[config.mk]
export PLATFORM = sky130hd
export DESIGN_NAME = mult_div_unit
export DESIGN_NICKNAME = d
export VERILOG_FILES = /design/src/rtl/mdu_pkg.sv /design/src/rtl/mdu_divider.sv /design/src/rtl/mult_div_unit.sv
export SDC_FILE = /design/constraint.sdc
export NUM_CORES = 1
export LEC_CHECK = 0
export CORE_ASPECT_RATIO = 0.6
export CORE_MARGIN = 2
export CORE_UTILIZATION = 57
export CTS_CLUSTER_SIZE = 40
export DETAILED_ROUTE_END_ITERATION = 12
export MAX_ROUTING_LAYER = met4
export PLACE_DENSITY = 0.8
export SETUP_SLACK_MARGIN = 0.05
export SYNTH_ARGS = -nofsm -noshare
export SYNTH_HDL_FRONTEND = slang
export SYNTH_SLANG_ARGS = --single-unit
[constraint.sdc]
create_clock -name clk -period 11.99 [get_ports clk]
set_clock_uncertainty 0.2 [all_clocks]
set_input_delay 2.398 -clock clk [delete_from_list [all_inputs] [get_ports clk]]
set_output_delay 2.398 -clock clk [all_outputs]
set_load 0.02 [all_outputs]
[src/rtl/mdu_pkg.sv]
// Shared definitions for the multiply/divide unit: oper encodings, FSM states,
// iteration count and an operand magnitude helper.
package mdu_pkg;

    localparam logic [1:0] MDU_MUL  = 2'd0;
    localparam logic [1:0] MDU_DIV  = 2'd1;
    localparam logic [1:0] MDU_MTHI = 2'd2;
    localparam logic [1:0] MDU_MTLO = 2'd3;

    localparam int unsigned MDU_ITERS = 32;

    typedef enum logic [1:0] {
        S_IDLE,
        S_MUL,
        S_DIV,
        S_DONE
    } mdu_state_t;

    function automatic logic [31:0] mag32(input logic [31:0] x, input logic is_signed);
        return (is_signed && x[31]) ? (~x + 32'd1) : x;
    endfunction

endpackage

[src/rtl/mdu_divider.sv]
// Iterative restoring divider on unsigned magnitudes, one quotient bit per step.
// quotient/remainder present the values that result from the current step.
module mdu_divider (
    input  logic        clk,
    input  logic        rst,
    input  logic        load,
    input  logic        step,
    input  logic [31:0] dividend,
    input  logic [31:0] divisor,
    output logic [31:0] quotient,
    output logic [31:0] remainder
);

    logic [31:0] quo;
    logic [31:0] rem;
    logic [31:0] dsr;
    logic [32:0] trial;
    logic [31:0] quo_nxt;
    logic [31:0] rem_nxt;

    // Partial remainder stays below the divisor, so bit 32 of the trial is the borrow.
    assign trial = {rem, quo[31]} - {1'b0, dsr};

    always_comb begin
        quo_nxt = {quo[30:0], 1'b0};
        rem_nxt = {rem[30:0], quo[31]};
        if (!trial[32]) begin
            quo_nxt = {quo[30:0], 1'b1};
            rem_nxt = trial[31:0];
        end
    end

    assign quotient  = quo_nxt;
    assign remainder = rem_nxt;

    always_ff @(posedge clk) begin
        if (rst) begin
            quo <= '0;
            rem <= '0;
            dsr <= '0;
        end else if (load) begin
            quo <= dividend;
            rem <= '0;
            dsr <= divisor;
        end else if (step) begin
            quo <= quo_nxt;
            rem <= rem_nxt;
        end
    end

endmodule

[src/rtl/mult_div_unit.sv]
// HI/LO multiply/divide unit (MULT[U], DIV[U], MTHI, MTLO) with iterative datapaths.
// Define MDU_FAST_MUL_EN for a combinational multiplier (start-to-done latency 2).
module mult_div_unit
    import mdu_pkg::*;
(
    input  logic        clk,
    input  logic        rst,
    input  logic        start,
    input  logic [1:0]  oper,
    input  logic        sign,
    input  logic [31:0] a,
    input  logic [31:0] b,
    output logic        busy,
    output logic        done,
    output logic [31:0] hi,
    output logic [31:0] lo
);

    mdu_state_t  state;
    mdu_state_t  state_next;
    logic [4:0]  cnt;
    logic        iter_last;
    logic        a_neg;
    logic        b_neg;
    logic        div_zero;
    logic [31:0] a_keep;
    logic [31:0] mcand;
    logic [63:0] prod;
    logic [63:0] product_mag;
    logic [63:0] prod_signed;
    logic [31:0] quo;
    logic [31:0] rem;
    logic [31:0] quo_signed;
    logic [31:0] rem_signed;
    logic        op_mul;
    logic        op_div;

    assign op_mul    = start && (oper == MDU_MUL);
    assign op_div    = start && (oper == MDU_DIV);
    assign iter_last = (cnt == 5'(MDU_ITERS - 1));

`ifdef MDU_FAST_MUL_EN
    assign product_mag = {32'b0, prod[31:0]} * {32'b0, mcand};
`else
    logic [32:0] mul_sum;

    // prod = {partial sum, remaining multiplier bits}; the last step is written straight to HI/LO.
    assign mul_sum     = {1'b0, prod[63:32]} + (prod[0] ? {1'b0, mcand} : 33'd0);
    assign product_mag = {mul_sum, prod[31:1]};
`endif

    assign prod_signed = (a_neg ^ b_neg) ? (~product_mag + 64'd1) : product_mag;
    assign quo_signed  = (a_neg ^ b_neg) ? (~quo + 32'd1) : quo;
    assign rem_signed  = a_neg ? (~rem + 32'd1) : rem;

    mdu_divider u_divider (
        .clk       (clk),
        .rst       (rst),
        .load      ((state == S_IDLE) && op_div),
        .step      (state == S_DIV),
        .dividend  (mag32(a, sign)),
        .divisor   (mag32(b, sign)),
        .quotient  (quo),
        .remainder (rem)
    );

    always_ff @(posedge clk) begin
        if (rst) begin
            state <= S_IDLE;
        end else begin
            state <= state_next;
        end
    end

    always_comb begin
        state_next = state;
        busy       = 1'b0;
        done       = 1'b0;
        unique case (state)
            S_IDLE: begin
                if (op_mul) begin
                    state_next = S_MUL;
                end else if (op_div) begin
                    state_next = S_DIV;
                end
            end
            S_MUL: begin
                busy = 1'b1;
`ifdef MDU_FAST_MUL_EN
                state_next = S_DONE;
`else
                if (iter_last) begin
                    state_next = S_DONE;
                end
`endif
            end
            S_DIV: begin
                busy = 1'b1;
                if (iter_last) begin
                    state_next = S_DONE;
                end
            end
            S_DONE: begin
                done       = 1'b1;
                state_next = S_IDLE;
            end
            default: state_next = S_IDLE;
        endcase
    end

    always_ff @(posedge clk) begin
        if (rst) begin
            hi       <= '0;
            lo       <= '0;
            cnt      <= '0;
            a_neg    <= 1'b0;
            b_neg    <= 1'b0;
            div_zero <= 1'b0;
            a_keep   <= '0;
            mcand    <= '0;
            prod     <= '0;
        end else begin
            unique case (state)
                S_IDLE: begin
                    if (start) begin
                        case (oper)
                            MDU_MTHI: hi <= a;
                            MDU_MTLO: lo <= a;
                            default: begin
                                a_neg    <= sign & a[31];
                                b_neg    <= sign & b[31];
                                div_zero <= (b == '0);
                                a_keep   <= a;
                                mcand    <= mag32(b, sign);
                                prod     <= {32'b0, mag32(a, sign)};
                                cnt      <= '0;
                            end
                        endcase
                    end
                end
                S_MUL: begin
`ifdef MDU_FAST_MUL_EN
                    {hi, lo} <= prod_signed;
`else
                    if (iter_last) begin
                        {hi, lo} <= prod_signed;
                    end else begin
                        prod <= product_mag;
                        cnt  <= cnt + 5'd1;
                    end
`endif
                end
                S_DIV: begin
                    if (iter_last) begin
                        if (div_zero) begin
                            hi <= a_keep;
                            lo <= '1;
                        end else begin
                            hi <= rem_signed;
                            lo <= quo_signed;
                        end
                    end else begin
                        cnt <= cnt + 5'd1;
                    end
                end
                default: ;
            endcase
        end
    end

endmodule
======== Word-level counts from Yosys, hierarchy flattened ========
Index checks and enable logic that the tools add are counted.
word-level totals
  bits in registers ....................... 298
  bits in latches ......................... 0
  bits in writable memories ............... 0
  bits in read-only memories .............. 0
  input bits .............................. 70
  output and inout bits ................... 66
  logic and storage cells ................. 104
  memories ................................ 0
cells by class
  add/sub/neg operators ................... 8
  $mul .................................... 0
  divide/modulo/power cells ............... 0
  $lt $le $gt $ge ......................... 0
  equality and inequality tests ........... 17
  shift-type cells ........................ 0
  multiplexer cells ....................... 36
  bitwise gates (word level) .............. 9
  reduce and logical (&&, ||, !) cells .... 21
operator list
  cell                                            count
  two-way mux 32 bit                              18
  two-way mux 64 bit                              4
  case mux 32 bit (3 select lines)                2
  adder 32 x 1 -> 32 bit (second input constant)  4
  inverter 32 bit                                 4
  case mux 64 bit (2 select lines)                1
  adder 64 x 1 -> 64 bit (second input constant)  1
  inverter 64 bit                                 1
  adder 32 x 32 -> 33 bit                         1
  subtractor 33 x 32 -> 33 bit                    1
  zero test 32 bit                                1
  two-way mux 5 bit                               3
  != test 2 bit (second input constant)           6
  case mux 5 bit (2 select lines)                 1
  AND reduction 5 bit                             2
  equality test 2 bit (second input constant)     4
  AND reduction 4 bit                             2
  two-way mux 2 bit                               3
  != test 2 x 1 -> 1 bit (second input constant)  3
  case mux 2 bit (3 select lines)                 1
  nonzero test 2 bit                              3
  OR reduction 2 bit                              3
  adder 5 x 1 -> 5 bit (second input constant)    1
  equality test 5 bit (second input constant)     1
  11 further kinds                                20

======== Longest topological paths before layout ========
Gate-level depths: netlist of the first run.
  word-level depth ........................ 8
  gate-level depth with buffers ........... 23
  depth with buffers taken out ............ 21

======== By module ========
From an unflattened synthesis of the first run, not the netlist that was laid out.
unflattened totals
  cell total of the unflattened synthesis .. 2,927
  area total of the unflattened synthesis .. 21,398.0 µm²
modules (own cells, without submodules)
  module         times used  cells each  area each (µm²)  seq. area each (µm²)
  mult_div_unit  1           2,153       15,237.1         4,043.9
  mdu_divider    1           774         6,160.9          1,921.8

======== Least setup slack after synthesis of the first run ========
Ideal clock, no wire load.
  path kind ............................... input -> register
  start ................................... input port a[10]
  end ..................................... register prod[29]
  library setup time ...................... 132 ps
  arrival ................................. 5,077 ps
  required time ........................... 11,658 ps
  setup slack ............................. 6,581 ps
  stages on the path ...................... 13
  path buffers ............................ 1
  cell sequence ........................... clkbuf_1 or4_1 or3_1 nor4_1 nor2b_1 nand3_1 nor3_1 nand3b_1 o41ai_1 xor2_1 o21ai_0 nand2_1 a21oi_1
between the ends
  longest elaborated chain between the ends .. 6
ends and longest elaborated chain
  what                              RTL line              text
  start: declaration                mult_div_unit.sv:11   input logic [31:0] a,
  inverter 32 bit                   mdu_pkg.sv:20         return (is_signed && x[31]) ? (~x + 32'd1) : x;
  adder 32 x 1 -> 32 bit            mdu_pkg.sv:20
  two-way mux 32 bit                mdu_pkg.sv:20
  two-way mux 64 bit                mult_div_unit.sv:126  case (oper)
  two-way mux 64 bit                mult_div_unit.sv:125  if (start) begin
  case mux 64 bit (2 select lines)  mult_div_unit.sv:123  unique case (state)
  end signal: assignment            mult_div_unit.sv:135  prod <= {32'b0, mag32(a, sign)};
  end signal: assignment            mult_div_unit.sv:148  prod <= product_mag;
  end: declaration                  mult_div_unit.sv:28   logic [63:0] prod;
No other way between the ends. The select of a mux whose other input is x is not followed.
A chain may end at the register's enable or synchronous reset.

======== Worst setup path in the final report of the first run ========
  start ................................... input port a[10]
  end ..................................... register u_divider.quo[31]
between the ends
  longest elaborated chain between the ends .. 4
ends and longest elaborated chain
  what                    RTL line           text
  inverter 32 bit         mdu_pkg.sv:20
  adder 32 x 1 -> 32 bit  mdu_pkg.sv:20
  two-way mux 32 bit      mdu_pkg.sv:20
  two-way mux 32 bit      mdu_divider.sv:41  end else if (load) begin
  end signal: assignment  mdu_divider.sv:42  quo <= dividend;
  end signal: assignment  mdu_divider.sv:46  quo <= quo_nxt;
  end: declaration        mdu_divider.sv:14  logic [31:0] quo;
No other way between the ends.

==> results of run 1 <==
-- report_power, final --
group / internal (mW) / switching (mW)
registers: 1.20 / 0.229
clock network: 0.589 / 0.444
logic: 1.79 / 3.25
total: 3.58 / 3.93
-- stage by stage --
step	instances	util, %	hold slack, ps	cell area, µm²
CTS	3458	64.4	254	24200
global placement	3400	61.6	238	23100
global route	3463	64.5	273	24200
floorplan	2930	-	231	21700
detailed placement	3400	61.6	244	23100
finish	3463	64.5	253	24200
-- cell usage in the layout (no fill, tap or decap), types with 21 or more instances in the layout --
master           Yosys  layout
buf_4                1      28
dfxtp_1            298     297
a22oi_1             34      34
xnor2_1            121     120
nand2_1            333     333
a31oi_1             27      27
xor2_1              80      79
or3_1               30      30
o31ai_1             21      21
clkdlybuf4s50_1      0     134
nor2_1             330     329
nor3_1              62      62
mux2i_1             48      48
nor4_1              33      33
clkbuf_16            0      31
o211ai_1            23      23
nand3_1             36      36
o21ai_0            173     173
nor2b_1             45      45
inv_1               82      82
a211oi_1           176     176
a21o_1              27      26
a21oi_1            279     278
and2_1              66      65
ha_1                76      73
-- worst max path at each step --
stage          startpoint                             end  slack (ps)  cells after the start
2_1_floorplan       a[10]           prod[29]$_SDFFE_PP0P_        6580                     13
3_3_place_gp        a[10]  u_divider.quo[31]$_SDFFE_PP0P_        5510                     11
3_5_place_dp        a[10]  u_divider.quo[31]$_SDFFE_PP0P_        5380                     11
4_1_cts             a[10]  u_divider.quo[31]$_SDFFE_PP0P_        5980                     11
5_1_grt             a[10]  u_divider.quo[31]$_SDFFE_PP0P_        5570                     11
6_report            a[10]  u_divider.quo[31]$_SDFFE_PP0P_        5730                     11
-- worst max-delay path, delay by kind of cell --
family	cells	cell delay [ps]
AND/OR/NAND/NOR	8	2560
AO/OA/AOI/OAI	2	970
buffers and inverters	1	550
-- registers in the layout, summed over array words and instances, names as in the netlist --
register,flops
state,2
u_divider.rem,32
hi,32
u_divider.quo,32
cnt,5
a_neg,1
prod,64
u_divider.dsr,32
div_zero,1
lo,32
mcand,32
b_neg,1
a_keep,32
-- cells by family after synthesis --
family	after synthesis
simple gates	1060
compound gates	946
flops	298
buf+inv	288
xor+xnor	202
fa+ha+maj	78
mux	58
-- cells in the mapped netlist (16+ instances only) --
cell / n / area share (%)
and3_1: 21 / 0.61
nand2b_1: 18 / 0.52
dfxtp_1: 298 / 28
nor4_1: 33 / 0.95
and2_1: 66 / 1.9
nand3_1: 36 / 0.83
a221oi_1: 20 / 0.81
o21ai_0: 173 / 4.0
a21o_1: 27 / 0.94
nand4_1: 18 / 0.52
o31ai_1: 21 / 0.73
o41ai_1: 16 / 0.65
nand2_1: 333 / 5.8
or2_2: 16 / 0.46
a21oi_1: 279 / 6.4
nor3_1: 62 / 1.4
xnor2_1: 121 / 4.9
nor2_1: 330 / 5.7
mux2i_1: 48 / 2.2
ha_1: 76 / 4.4
or3_1: 30 / 0.87
a211oi_1: 176 / 6.1
inv_1: 82 / 1.4
o211ai_1: 23 / 0.80
clkbuf_1: 179 / 3.1
a22oi_1: 34 / 1.2
nor2b_1: 45 / 1.3
xor2_1: 80 / 3.2
a31oi_1: 27 / 0.78
-- area by class of cell --
cell class                 instances  area, µm²
clock buffer                      42        897
clock inverter                    16        171
sequential                       298       5970
fill                            3351      13400
timing repair buffer             163       1570
inverter                          82        308
multi-input combinational       2344      14700
tap                              513        642
antenna                            5       12.5
-- per-layer routing --
metal / part of all wire, % / vias to the layer above / global-route usage (%)
li1: - / 10600 / -
met2: 39 / 1560 / 54.0
met3: 14 / 208 / 9.14
met1: 44 / 11100 / 58.6
met5: 0 / - / -
met4: 3.4 / 0 / 12.0
==> flow_metrics.py, run 1 <==
metrics = {
    "worst_setup_path": {
        "cp_data_arrival_time_ps": 6490,
        "end_kind": "register",
        "r2r_start": "prod[0]$_SDFFE_PP0P_",
        "cp_max_fo": 8,
        "required_ps": 12210,
        "ff2ff_path_depth": 14,
        "critPathLaunchType": "input pin",
        "cpMaxStageDelayCell": "or4_1",
        "crit_chain": "clkdlybuf4s50_1 -> or4_1 -> or3_1 -> nor4_1 -> nor2b_1 -> nand3_1 -> nor3_1 -> nand3b_1 -> o31ai_1 -> nand2_1 -> a211oi_1",
        "reg2reg_to": "hi[31]$_SDFFE_PP0P_",
        "r2r_setup_slack_ps": 6000,
        "slowest_delay_ps": 680,
        "criticalPathCategory": "in -> reg",
    },
    "worst_hold_path": {
        "min-delay-start": "lo[17]$_SDFFE_PP0P_",
        "worstHoldPathType": "reg -> reg",
        "whs_endpoint": "lo[17]$_SDFFE_PP0P_",
        "holdPathStages": 2,
    },
    "yosys": {
        "synth-adder-area-share_pct": 4.58,
        "synth_top_family_by_area": "compound AO/OA/AOI/OAI gates",
        "ys_types": 86,
        "synth_compound_area_share_pct": 28.8,
        "synth_xor_xnor_area_share_pct": 8.21,
        "synth-simple-area-share_pct": 22.9,
        "synth_mux_area_share_pct": 2.84,
        "ys_seq_area_share_pct": 27.6,
        "ys_async_sr_fraction_pct": 0,
        "syn_area_per_cell_um2": 7.39,
        "syn-instance-count": 2930,
        "synth_edf_count": 0,
        "synth_fp_nets": 3078,
        "ys.flop_type": "dfxtp_1",
        "syn_area_um2": 21700,
        "ys_ff_latch": 298,
        "yosysWarnings": 0,
    },
    "floorplanning": {
        "start_util_pct": 57.6,
        "die-area_um2": 39600,
        "die_height_um": 155,
        "die_w_um": 256,
        "num_rows": 55,
        "coreArea_um2": 37600,
        "io_pins": 136,
    },
    "cts": {
        "clock-sinks": 298,
        "cts_tree": "built",
        "clk_pin_slew_ps": 70,
        "cts_max_level": 1,
        "ctsResizeCount": 0,
        "postCtsHoldBufs": 0,
        "clock_latency_ps": 600,
        "clock_path_buffers": 3,
        "cts_made_buffers": 31,
        "post_cts_buffers": 0,
        "root_buffer": "clkbuf_16",
    },
    "routing": {
        "via_count": 23500,
        "wl_per_cell_um": 23.2,
        "drtPass1Iterations": 7,
        "drt-initial-drc-count": 3282,
        "wl_mm": 80.4,
        "viasPerCell": 6.77,
        "drc": 0,
        "ant_nets": 0,
    },
    "sta": {
        "hold_viol": 0,
        "finalSetupViolCount": 0,
        "final_max_slew_viol_count": 0,
        "tightest_slew_ps": 1280,
        "post-route-min-period_ps": 6260,
        "tns_ps": 0,
        "timing.fmax_ghz": 0.160,
        "fin_ws_ps": 5730,
        "fin_crit_sh_pct": 52.2,
        "slew_headroom_pct": 14.6,
        "rsz0062_at_grt": "false",
    },
    "grt": {
        "antenna_found_initial": 5,
        "grtUsageTotal_pct": 40.1,
        "grt_max_degree": 118,
        "grt_pass1_vias": 20800,
        "grt-ovfl-total": 0,
        "grt_pass1_wl_mm": 123,
    },
    "layout": {
        "nets": 3068,
        "area_growth_pct": 11.9,
        "drive_above_1_share_pct": 4.82,
    },
    "placement": {
        "dp_slack_ps": 5380,
        "port_buffers": 135,
        "place.gp.congestion": 1.01,
        "hpwl_mm": 59.5,
    },
    "power": {
        "vdd_drop_max_mv": 0.382,
        "powerDensity_nw_per_um2": 310,
        "p_leak_nw": 9.04,
        "power_mw": 7.51,
    },
    "flow_run": {
        "max_cap_violations": 0,
    },
    "outcome": {
        "outcome": "finished, final reports clean",
    },
}
Power figures use the tool's default switching activity.
==> run 2, diff against run 1 <==
- clock period: 11.99 -> 6.4 ns (I/O delays scaled with it)
==> flow_metrics.py, run 2 (same netlist as run 1, synthesis figures left out) <==
metrics = {
    "outcome": {
        "outcome": "finished, final reports clean",
    },
    "routing": {
        "drtPass1Iterations": 6,
        "ant_nets": 0,
        "wl_mm": 83.0,
        "drt-initial-drc-count": 3333,
        "via_count": 23300,
        "viasPerCell": 6.74,
        "drc": 0,
        "wl_per_cell_um": 24.0,
    },
    "floorplanning": {
        "num_rows": 55,
        "io_pins": 136,
        "die-area_um2": 39600,
        "start_util_pct": 57.6,
        "coreArea_um2": 37600,
        "die_w_um": 256,
        "die_height_um": 155,
    },
    "sta": {
        "hold_viol": 0,
        "final_max_slew_viol_count": 0,
        "fin_ws_ps": 652,
        "slew_headroom_pct": 5.88,
        "post-route-min-period_ps": 5750,
        "timing.fmax_ghz": 0.174,
        "finalSetupViolCount": 0,
        "fin_crit_sh_pct": 89.8,
        "rsz0062_at_grt": "false",
        "finalHoldWorstSlack_ps": 255,
        "tns_ps": 0,
        "tightest_slew_ps": 1390,
    },
    "layout": {
        "final_cell_mix": "nand2_1 (333), nor2_1 (329), dfxtp_1 (297)",
        "n_fill_cell": 3308,
        "stdcell_area_um2": 24400,
        "mostFrequentLayoutCell": "nand2_1",
        "drive_above_1_share_pct": 4.98,
        "seq_area_um2": 5970,
        "area_growth_pct": 12.5,
        "multiInputGateArea_um2": 14700,
        "largest_reg_flops": 64,
        "nets": 3074,
        "top_register": "prod",
    },
    "cts": {
        "postCtsHoldBufs": 0,
        "clock_path_buffers": 3,
        "cts_made_buffers": 31,
        "root_buffer": "clkbuf_16",
        "cts_tree": "built",
        "clock_latency_ps": 600,
        "ctsResizeCount": 0,
        "post_cts_buffers": 0,
        "clock-sinks": 298,
        "cts_max_level": 1,
        "clk_pin_slew_ps": 70,
    },
    "worst_setup_path": {
        "crit_top_cell": "nor4_1",
        "required_ps": 6660,
        "path_buf_inv": 0,
        "r2r_start": "prod[0]$_SDFFE_PP0P_",
        "cpMaxStageDelayCell": "dfxtp_1",
        "crit_chain": "and2_1 -> ha_1 -> fa_1 -> a211oi_2 -> nor2_1 -> o311ai_1 -> a21boi_1 -> o31ai_1 -> xnor2_1 -> nor4_1 -> nand4_1 -> nor4_1 -> mux2i_1 -> a311oi_1 -> a311o_1",
        "cp_max_fo": 33,
        "end_kind": "register",
        "critical_path.startpoint": "prod[0]$_SDFFE_PP0P_",
        "critPathLaunchType": "register",
        "cp_data_arrival_time_ps": 6010,
        "critPathTopFamily": "compound AO/OA/AOI/OAI gates",
        "slowest_delay_ps": 650,
        "criticalPathCategory": "reg -> reg",
    },
    "worst_hold_path": {
        "worstHoldPathType": "reg -> reg",
        "min-delay-start": "lo[19]$_SDFFE_PP0P_",
    },
    "placement": {
        "place.gp.congestion": 0.993,
        "port_buffers": 135,
        "hpwl_mm": 62.0,
        "place_area_um2": 23200,
        "dp_slack_ps": 882,
    },
    "grt": {
        "grt_max_degree": 102,
        "grtUsageTotal_pct": 41.1,
        "grt_pass1_vias": 20400,
        "grt-busiest-layer": "met1",
        "grt_use_met3_pct": 12.1,
        "grt_pass1_wl_mm": 124,
        "grtUsageMet1_pct": 60.3,
        "grt-ovfl-total": 0,
        "grt_use_met2_pct": 54.2,
        "antenna_found_initial": 1,
    },
    "power": {
        "power_frac_seq_pct": 18.6,
        "vdd_drop_max_mv": 0.464,
        "p_sw_share_pct": 51.7,
        "p_leak_nw": 9.11,
        "powerDensity_nw_per_um2": 591,
        "clockPowerShare_pct": 14.7,
        "p_switching_mw": 7.44,
        "intPower_mw": 6.95,
        "combinationalPowerShare_pct": 66.7,
    },
    "flow_run": {
        "max_cap_violations": 0,
    },
}
[run 2: final timing paths]
| path | to | slack (ps) | cells past startpoint |
|---|---|---|---|
| worst max-delay path | hi[31]$_SDFFE_PP0P_ | 650 | 15 |
| worst min-delay path | lo[19]$_SDFFE_PP0P_ | 260 | 2 |
| worst max register to register | hi[31]$_SDFFE_PP0P_ | 650 | 15 |
| worst min register to register | lo[19]$_SDFFE_PP0P_ | 260 | 2 |
[run 2: cell type report]
class	instances	share of cell area, %
tap	513	2.64
inverter	82	1.26
timing repair buffer	169	6.61
clock inverter	14	1.05
antenna	2	0.0205
sequential	298	24.5
clock buffer	42	3.72
multi-input combinational	2344	60.2
[run 2: per-layer routing]
metal | vias up | part of all wire, % | wire [µm]
li1 | 10600 | - | -
met1 | 11100 | 45 | 37100
met2 | 1462 | 38 | 31800
met3 | 179 | 14 | 11600
met4 | 0 | 2.9 | 2420
met5 | - | 0 | 0
[run 2: power by group through the flow]
stage,clock (mW),sequential [mW],combinational [mW]
final,2.11,2.68,9.60
after floorplan,0,2.69,6.45
after CTS,2.11,2.66,9.28
after global placement,0,2.68,9.11
after global routing,2.18,2.71,10.2
after detailed placement,0,2.70,9.20
[run 2: tightest hold or removal path, stage by stage, from the launching register on]
cell and delay (ps):
dfxtp_1 310, nand2_1 50, a21oi_1 50
[run 2: stage by stage]
stage                     instances  total power [mW]  utilization [%]
after floorplan                2930              9.14                -
after global placement         3406              11.8             61.7
after detailed placement       3406              11.9             61.7
after CTS                      3462              14.0             64.8
after global routing           3463              15.1             64.8
final                          3464              14.4             64.8
